$ cat config.mk
export PLATFORM = sky130hd
export DESIGN_NAME = uart_rx_frontend_flat
export DESIGN_NICKNAME = d
export VERILOG_FILES = /design/src/rtl/uart_rx_frontend_if.sv /design/src/rtl/uart_rx_frontend.sv /design/src/flat_wrapper.sv
export SDC_FILE = /design/constraint.sdc
export NUM_CORES = 1
export LEC_CHECK = 0
export ABC_CLOCK_PERIOD_IN_PS = 5900
export BUFFER_PORTS_ARGS = -buffer_cell sky130_fd_sc_hd__buf_2
export CAP_MARGIN = 20
export CORE_MARGIN = 5
export CORE_UTILIZATION = 56
export DETAILED_ROUTE_END_ITERATION = 16
export GPL_TIMING_DRIVEN = 0
export PLACE_DENSITY = 0.72
export SYNTH_ARGS = -nofsm -noshare
export SYNTH_HDL_FRONTEND = slang
export SYNTH_SLANG_ARGS = --single-unit
$ cat constraint.sdc
create_clock -name sysclk -period 5.9 [get_ports sysclk]
set_input_delay 0 -clock sysclk [delete_from_list [all_inputs] [get_ports sysclk]]
set_output_delay 0 -clock sysclk [all_outputs]
set_load 0.01 [all_outputs]
$ cat src/rtl/uart_rx_frontend_if.sv
// Byte-side handshake and status bundle between the UART receive front end and the CPU register.
interface uart_rx_frontend_if;
  logic [7:0] rx_data;
  logic       rx_valid;
  logic       rx_ack;
  logic       err_clr;
  logic       frame_err;
  logic       overrun;
  logic       busy;

  modport master (
    output rx_data,
    output rx_valid,
    output frame_err,
    output overrun,
    output busy,
    input  rx_ack,
    input  err_clr
  );

  modport slave (
    input  rx_data,
    input  rx_valid,
    input  frame_err,
    input  overrun,
    input  busy,
    output rx_ack,
    output err_clr
  );
endinterface

$ cat src/rtl/uart_rx_frontend.sv
// 8N1 UART receiver: two-flop line synchroniser, mid-bit sampling FSM and a one-byte
// valid/ack buffer with sticky framing and overrun flags.
module uart_rx_frontend #(
  parameter int unsigned CLKS_PER_BIT = 5208
) (
  input  logic               sysclk,
  input  logic               reset,
  input  logic               UART_RX,
  uart_rx_frontend_if.master rx_if
);

  localparam int unsigned H     = CLKS_PER_BIT / 2;
  localparam int          CNT_W = $clog2(CLKS_PER_BIT);
  localparam logic [CNT_W-1:0] CNT_LAST = CNT_W'(CLKS_PER_BIT - 1);
  localparam logic [CNT_W-1:0] CNT_HALF = CNT_W'(H - 1);

  localparam logic [1:0] S_IDLE  = 2'd0;
  localparam logic [1:0] S_START = 2'd1;
  localparam logic [1:0] S_DATA  = 2'd2;
  localparam logic [1:0] S_STOP  = 2'd3;

  logic             rx_s1_q, rx_sync_q, rx_prev_q;
  logic [1:0]       state_q, state_d;
  logic [CNT_W-1:0] cnt_q, cnt_d;
  logic [2:0]       bit_idx_q, bit_idx_d;
  logic [7:0]       shreg_q, shreg_d;
  logic [7:0]       rx_data_q, rx_data_d;
  logic             rx_valid_q, rx_valid_d;
  logic             frame_err_q, frame_err_d;
  logic             overrun_q, overrun_d;
  logic             busy_q;
  logic             stop_done;
  logic             stop_ok, stop_bad, load;

  always_comb begin
    state_d   = state_q;
    cnt_d     = cnt_q;
    bit_idx_d = bit_idx_q;
    shreg_d   = shreg_q;
    stop_done = 1'b0;
    case (state_q)
      S_IDLE: begin
        // A falling edge is required, so a held-low line cannot retrigger.
        if (rx_prev_q && !rx_sync_q) begin
          state_d = S_START;
          cnt_d   = '0;
        end
      end
      S_START: begin
        if (cnt_q == CNT_HALF) begin
          if (rx_sync_q) begin
            state_d = S_IDLE;
          end else begin
            state_d   = S_DATA;
            cnt_d     = '0;
            bit_idx_d = 3'd0;
          end
        end else begin
          cnt_d = cnt_q + CNT_W'(1);
        end
      end
      S_DATA: begin
        if (cnt_q == CNT_LAST) begin
          shreg_d[bit_idx_q] = rx_sync_q;
          cnt_d              = '0;
          if (bit_idx_q == 3'd7) begin
            state_d = S_STOP;
          end else begin
            bit_idx_d = bit_idx_q + 3'd1;
          end
        end else begin
          cnt_d = cnt_q + CNT_W'(1);
        end
      end
      S_STOP: begin
        if (cnt_q == CNT_LAST) begin
          stop_done = 1'b1;
          state_d   = S_IDLE;
          cnt_d     = '0;
        end else begin
          cnt_d = cnt_q + CNT_W'(1);
        end
      end
      default: state_d = S_IDLE;
    endcase
  end

  // An ack arriving with a new byte frees the slot in the same cycle, so no overrun.
  always_comb begin
    stop_ok     = stop_done & rx_sync_q;
    stop_bad    = stop_done & ~rx_sync_q;
    load        = stop_ok & (~rx_valid_q | rx_if.rx_ack);
    rx_data_d   = load ? shreg_q : rx_data_q;
    rx_valid_d  = rx_valid_q;
    if (load) begin
      rx_valid_d = 1'b1;
    end else if (rx_if.rx_ack && rx_valid_q) begin
      rx_valid_d = 1'b0;
    end
    overrun_d   = overrun_q;
    if (stop_ok && rx_valid_q && !rx_if.rx_ack) begin
      overrun_d = 1'b1;
    end else if (rx_if.err_clr) begin
      overrun_d = 1'b0;
    end
    frame_err_d = frame_err_q;
    if (stop_bad) begin
      frame_err_d = 1'b1;
    end else if (rx_if.err_clr) begin
      frame_err_d = 1'b0;
    end
  end

  always_ff @(posedge sysclk or posedge reset) begin
    if (reset) begin
      rx_s1_q     <= 1'b1;
      rx_sync_q   <= 1'b1;
      rx_prev_q   <= 1'b1;
      state_q     <= S_IDLE;
      cnt_q       <= '0;
      bit_idx_q   <= 3'd0;
      shreg_q     <= 8'h00;
      rx_data_q   <= 8'h00;
      rx_valid_q  <= 1'b0;
      frame_err_q <= 1'b0;
      overrun_q   <= 1'b0;
      busy_q      <= 1'b0;
    end else begin
      rx_s1_q     <= UART_RX;
      rx_sync_q   <= rx_s1_q;
      rx_prev_q   <= rx_sync_q;
      state_q     <= state_d;
      cnt_q       <= cnt_d;
      bit_idx_q   <= bit_idx_d;
      shreg_q     <= shreg_d;
      rx_data_q   <= rx_data_d;
      rx_valid_q  <= rx_valid_d;
      frame_err_q <= frame_err_d;
      overrun_q   <= overrun_d;
      busy_q      <= (state_d != S_IDLE);
    end
  end

  assign rx_if.rx_data   = rx_data_q;
  assign rx_if.rx_valid  = rx_valid_q;
  assign rx_if.frame_err = frame_err_q;
  assign rx_if.overrun   = overrun_q;
  assign rx_if.busy      = busy_q;

endmodule

$ cat src/flat_wrapper.sv
// flat-port wrapper written by rule: the top's interface ports become plain ports
module uart_rx_frontend_flat 
#(
  parameter int unsigned CLKS_PER_BIT = 5208
)
  (sysclk, reset, UART_RX, rx_if_rx_data, rx_if_rx_valid, rx_if_frame_err, rx_if_overrun, rx_if_busy, rx_if_rx_ack, rx_if_err_clr);
  uart_rx_frontend_if rx_if_i ();
  input  logic sysclk;
  input  logic reset;
  input  logic UART_RX;
  output wire logic [$bits(rx_if_i.rx_data)-1:0] rx_if_rx_data;
  output wire logic [$bits(rx_if_i.rx_valid)-1:0] rx_if_rx_valid;
  output wire logic [$bits(rx_if_i.frame_err)-1:0] rx_if_frame_err;
  output wire logic [$bits(rx_if_i.overrun)-1:0] rx_if_overrun;
  output wire logic [$bits(rx_if_i.busy)-1:0] rx_if_busy;
  input wire logic [$bits(rx_if_i.rx_ack)-1:0] rx_if_rx_ack;
  input wire logic [$bits(rx_if_i.err_clr)-1:0] rx_if_err_clr;
  assign rx_if_rx_data = rx_if_i.rx_data;
  assign rx_if_rx_valid = rx_if_i.rx_valid;
  assign rx_if_frame_err = rx_if_i.frame_err;
  assign rx_if_overrun = rx_if_i.overrun;
  assign rx_if_busy = rx_if_i.busy;
  assign rx_if_i.rx_ack = rx_if_rx_ack;
  assign rx_if_i.err_clr = rx_if_err_clr;
  uart_rx_frontend #(.CLKS_PER_BIT(CLKS_PER_BIT)) u_core (.sysclk(sysclk), .reset(reset), .UART_RX(UART_RX), .rx_if(rx_if_i));
endmodule
=== Word-level counts from Yosys, hierarchy flattened ===
Cells that the tools add are included.

* Input bits: 5
* Word-level logic and storage cells: 78
* Flip-flop bits (word level): 41
* Output and inout port bits: 12

* Equal/unequal tests: 12
* $add $sub $neg: 2
* Multiplexer cells: 27
* Reductions and logical operators: 17
* Bitwise logic cells: 6
* Order comparisons: 2

{| class="wikitable"
|+ Operators by type and width
! kind !! count
|-
| 13-bit 2-to-1 mux || 4
|-
| 13-bit case mux with 3 select lines || 1
|-
| 13-bit by 1-bit adder with 13-bit output (second input constant) || 1
|-
| 13-bit by 12-bit equality test with 1-bit output (second input constant) || 1
|-
| 13-bit equality test (second input constant) || 1
|-
| 2-bit 2-to-1 mux || 6
|-
| 3-bit 2-to-1 mux || 4
|-
| 2-bit nonzero test || 5
|-
| 8-bit bitwise mux || 1
|-
| 1-bit 2-to-1 mux || 8
|-
| 2-bit case mux with 4 select lines || 1
|-
| 2-bit by 1-bit != test with 1-bit output (second input constant) || 3
|-
| 3-bit case mux with 2 select lines || 1
|-
| 1-bit logical AND || 5
|-
| 5-bit AND reduction || 1
|-
| 2-bit equality test (second input constant) || 2
|-
| 3-bit by 4-bit less-than comparator with 1-bit output (second input constant) || 1
|-
| 2-bit != test (second input constant) || 2
|-
| 2-bit AND reduction || 2
|-
| 3-bit by 1-bit adder with 3-bit output (second input constant) || 1
|-
| 1-bit AND || 3
|-
| 1-bit demux with 3-bit select || 1
|-
| 3-bit equality test (second input constant) || 1
|-
| 3-bit by 1-bit >= comparator with 1-bit output (second input constant) || 1
|-
| 7 further kinds || 9
|}

=== Depth between registers and ports, before layout ===
* Word-level depth: 7
* Mapped depth: 8
* Mapped depth without buffers: 7

=== Worst setup path before layout ===
No wires, ideal clock.

* Path type: reg-to-reg
* Start point: reg u_core.cnt_q[0]
* End point: reg u_core.cnt_q[0]
* Setup time: 0.125 ns
* Path slack: 3.445 ns
* Required time: 5.775 ns
* Arrival: 2.331 ns
* Path buffers: 2
* Cell stages (with the launch flop): 9
* Period minus slack after synthesis: 2.455 ns
* Cells stage by stage: dfrtp_1 > ha_1 > or3b_1 > or4_1 > buf_2 > a32o_1 > nor2b_4 > buf_6 > mux2_2

* Word-level cells in the longest chain between the ends: 3
* Elaborated cells on any way between the ends: 8
* Classes of those cells: add/sub (1); eq/ne (3); mux (3); reduce/logical (1)

{| class="wikitable"
|+ RTL lines
! what !! RTL line !! RTL
|-
| from (decl) || uart_rx_frontend.sv:24 || <nowiki>logic [CNT_W-1:0] cnt_q, cnt_d;</nowiki>
|-
| from (signal assigned) || uart_rx_frontend.sv:133 || <nowiki>cnt_q <= cnt_d;</nowiki>
|-
| 13-bit by 1-bit adder with 13-bit output, or another cell as far along || uart_rx_frontend.sv:59, uart_rx_frontend.sv:72, uart_rx_frontend.sv:81 ||
|-
| 13-bit 2-to-1 mux, or another cell as far along || uart_rx_frontend.sv:63, uart_rx_frontend.sv:76 ||
|-
| 13-bit case mux with 3 select lines or 2-bit AND reduction (tied branches) || - ||
|}

Parallel ways exist; a longest one is shown, timed or not.
A chain may end at the register's enable or synchronous reset.

=== Worst setup path after layout ===
* Start point: reg u_core.cnt_q[1]
* End point: reg u_core.rx_data_q[3], in the netlist u_core.rx_if.rx_data[3]

* Word-level cells in the longest chain between the ends: 5

{| class="wikitable"
|+ RTL lines
! what !! RTL line !! RTL
|-
| 13-bit equality test || uart_rx_frontend.sv:76 || <nowiki>if (cnt_q == CNT_LAST) begin</nowiki>
|-
| 1-bit 2-to-1 mux || uart_rx_frontend.sv:76 ||
|-
| 1-bit 2-to-1 mux || uart_rx_frontend.sv:41 || <nowiki>case (state_q)</nowiki>
|-
| 1-bit AND || uart_rx_frontend.sv:90 || <nowiki>stop_ok = stop_done & rx_sync_q;</nowiki>
|-
| 1-bit AND || uart_rx_frontend.sv:92 || <nowiki>load = stop_ok & (~rx_valid_q | rx_if.rx_ack);</nowiki>
|-
| to (signal assigned) || uart_rx_frontend.sv:136 || <nowiki>rx_data_q <= rx_data_d;</nowiki>
|-
| to (decl) || uart_rx_frontend.sv:27 || <nowiki>logic [7:0] rx_data_q, rx_data_d;</nowiki>
|}

No other way between the ends.

==> metrics.txt <==
MaxCap Viol Count=0; EDFF count, synth=0; critical path arrival=2.97 ns; Die Footprint=0.00519 sq mm; TNS Setup=0 ns; min-delay src=rx_if_rx_ack; Final period util=47.2%; Max clock buf depth=2; GR Layer Usage met1=22.4%; CP delay by family, top=simple AND/OR/NAND/NOR gates; gpl congestion=0.850; CTS Sinks=41; Row Count=22; Crit path depth=5; count leader, synth=dfrtp_1; r2r setup slk=3.11 ns; CP max-delay cell=nor4_1; worst min path class=in2reg; initial antenna violation count=0; Overflow after GRT=0; hold depth=3; total track usage=18.6%; clk_lat worst skew=0.30 ns; cells along the critical path=ha_1 > or3b_1 > nor4_1 > nand4_1 > mux2_2; port buffer count=16; crit path kind=reg2reg; Synth Area in Compound Gates=14.0%; register area share after synthesis=47.7%; CP max FO=8; crit end category=flip-flop; Pre-antenna DRT Iters=4; met2 Use GR=30.7%; CTS resizes=0; post-DR wirelength/cell=15.8 um; Clock Root Buffer=clkbuf_8; syn_nets=215; worst min-delay path endpoint=u_core.rx_if.rx_valid; status=finished, final reports clean; Area Overhead vs Synth=12.4%; Avg Inst Size Synth=10.6 sq um; detailed placement HPWL=3.18 mm; Final Hold Vio Count=0; largest net degree at the start of global routing=42; RR Endpoint=u_core.rx_if.rx_data[3]; top cell type by total area after synthesis=dfrtp_1; # IOs=17; DR DRC count=0; worst path bufs/invs=0; post-synthesis xor/xnor area fraction=0%; first-pass GRT wire length=7.60 mm; busiest grt layer=met2; slew margin rel.=43.4%; Pwr per Cell Area=281 mW/mm^2; initial core utilization=58.5%; Setup-failing EPs final=0; critical path's largest stage delay=0.67 ns; final slew viol count=0; Clock transition at path regs=0.08 ns; Critical Path RT=6.09 ns; Adder-Cell Fraction of Synth Area=4.06%; fin crit period=2.79 ns; TritonCTS Buffers=5; #FFs+latches synth=41; Final nets=241; Die Y=72.1 um; met3 usage=5.12%; hold_ws=0.00579 ns; largest cells by area after synthesis=dfrtp_1 44%, mux2_2 8.9%, ha_1 4.1%, dfstp_2 3.7%, a22o_1 3.7%; multiplexer area fraction after synthesis=8.87%; Via density=5.90; IR drop worst, VDD=0.000193 V; DR iter-0 viols=95; Worst-Margin Slew=0.847 ns; most instantiated cells after synthesis=38 x dfrtp_1, 17 x mux2_2, 17 x nor2_1; Final ANT Viol Nets=0; Post-Route WL=4.38 mm; reg-to-reg critical path startpoint=u_core.cnt_q[1]; prevailing post-synth register cell=dfrtp_1; max frequency=359 MHz; Antenna Cells=0; R2R cell count=5; largest family of logic cells by synthesized area=simple AND/OR/NAND/NOR gates; core area=0.00369 sq mm; Ys Warns=0; layout cells sized above 1=23.0%; Post-Syn Instances=203; ys async rst share=100%; Die W=72.1 um; Netlist cell types=48; Post-Synth Simple-Gate Area=20.9%; Post-Syn Area=0.00216 sq mm; vias in the first global route=1,671; Vias=1,639; number of H-tree levels=2; proportion of netlist area held by the largest area contributor=44.1%; Setup Skew=0.00424 ns; Filler cells=296; crit start category=flip-flop; Pleak=1.21 nW; CTS tree=done; RSZ-0062 raised after global routing=false
## per-layer routing
| layer | wire [um] | share of wire (%) |
|---|---|---|
| met1 | 2010 | 46 |
| met2 | 2130 | 49 |
| met4 | 89 | 2.0 |
| met5 | 0 | 0 |
| met3 | 153 | 3.5 |
## metrics by stage
step / power [W] / util (%) / setup slack, ns / cells / instance area, sq um
floorplan: 0.000449 / - / 3.44 / 203 / 2160
global placement: 0.000477 / 62.3 / 3.16 / 267 / 2300
detailed placement: 0.000490 / 62.3 / 3.13 / 267 / 2300
CTS: 0.000687 / 65.7 / 3.11 / 278 / 2420
global route: 0.000718 / 65.7 / 2.93 / 278 / 2420
finish: 0.000682 / 65.7 / 3.11 / 278 / 2420
## layout make-up
| class | instances | area [sq um] | area share, % |
|---|---|---|---|
| multi-input combinational | 141 | 1030 | 42.5 |
| sequential | 41 | 1030 | 42.5 |
| timing repair buffer | 19 | 110 | 4.54 |
| clock buffer | 6 | 82.6 | 3.41 |
| tap | 48 | 60.1 | 2.48 |
| buffer | 9 | 51.3 | 2.12 |
| inverter | 12 | 45.0 | 1.86 |
| clock inverter | 2 | 13.8 | 0.568 |
## sequential cells by signal, indices dropped and copies added (netlist names)
signal                  count
u_core.rx_if.rx_valid       1
u_core.shreg_q              8
u_core.state_q              2
u_core.rx_s1_q              1
u_core.rx_if.overrun        1
u_core.rx_prev_q            1
u_core.rx_if.frame_err      1
u_core.bit_idx_q            3
u_core.cnt_q               13
u_core.rx_if.rx_data        8
u_core.rx_sync_q            1
u_core.rx_if.busy           1
## power by group
group,switching [W],leakage [nW],internal [W]
Combinational,0.000102,0.602,0.0000780
Clock,0.000101,0.0512,0.0000948
Sequential,0.0000120,0.558,0.000294
## cell families after synthesis
group,after synthesis
adders and majority gates,7
buffers and inverters,21
muxes,17
DFF,41
AOI/OAI and AO/OA,39
and+or+nand+nor,78
## tightest hold or removal path, cell delays in order
cell and delay, ns:
buf_2 0.07, nand2b_1 0.14, nand2_1 0.06
## timing repair
action,CTS,global route
endpoints found under the hold margin,41,0
buffers inserted,0,0
hold buffers,3,0
## how the worst max path moves through the flow
| stage | start | slack, ns | endpoint |
|---|---|---|---|
| after floorplan | u_core.cnt_q[0] | 3.44 | u_core.cnt_q[0] |
| after global placement | u_core.cnt_q[0] | 3.16 | u_core.rx_if.rx_data[4] |
| after detailed placement | u_core.cnt_q[1] | 3.13 | u_core.rx_if.rx_data[3] |
| after CTS | u_core.cnt_q[1] | 3.11 | u_core.rx_if.rx_data[3] |
| after global routing | u_core.cnt_q[0] | 2.93 | u_core.rx_if.rx_data[3] |
| final | u_core.cnt_q[1] | 3.11 | u_core.rx_if.rx_data[3] |
## cell usage in the layout (no fill, tap or decap), types with 2 or more instances in the layout
cell type      instances
dfrtp_1               38
buf_2                 18
nor2_1                17
mux2_2                17
nand2_1               13
inv_1                 11
nand3_1               10
a21o_1                 9
a22o_1                 9
ha_1                   7
nand4_1                6
clkbuf_8               6
nand2b_1               5
o21ai_0                4
nor3b_1                4
clkbuf_1               4
nand3b_1               4
o22ai_1                3
dlygate4sd3_1          3
dfstp_2                3
nand4b_1               2
or3b_2                 2
buf_6                  2
a21boi_0               2
nor3_1                 2
o211ai_1               2
No activity file was read; power rests on OpenSTA's default activity.
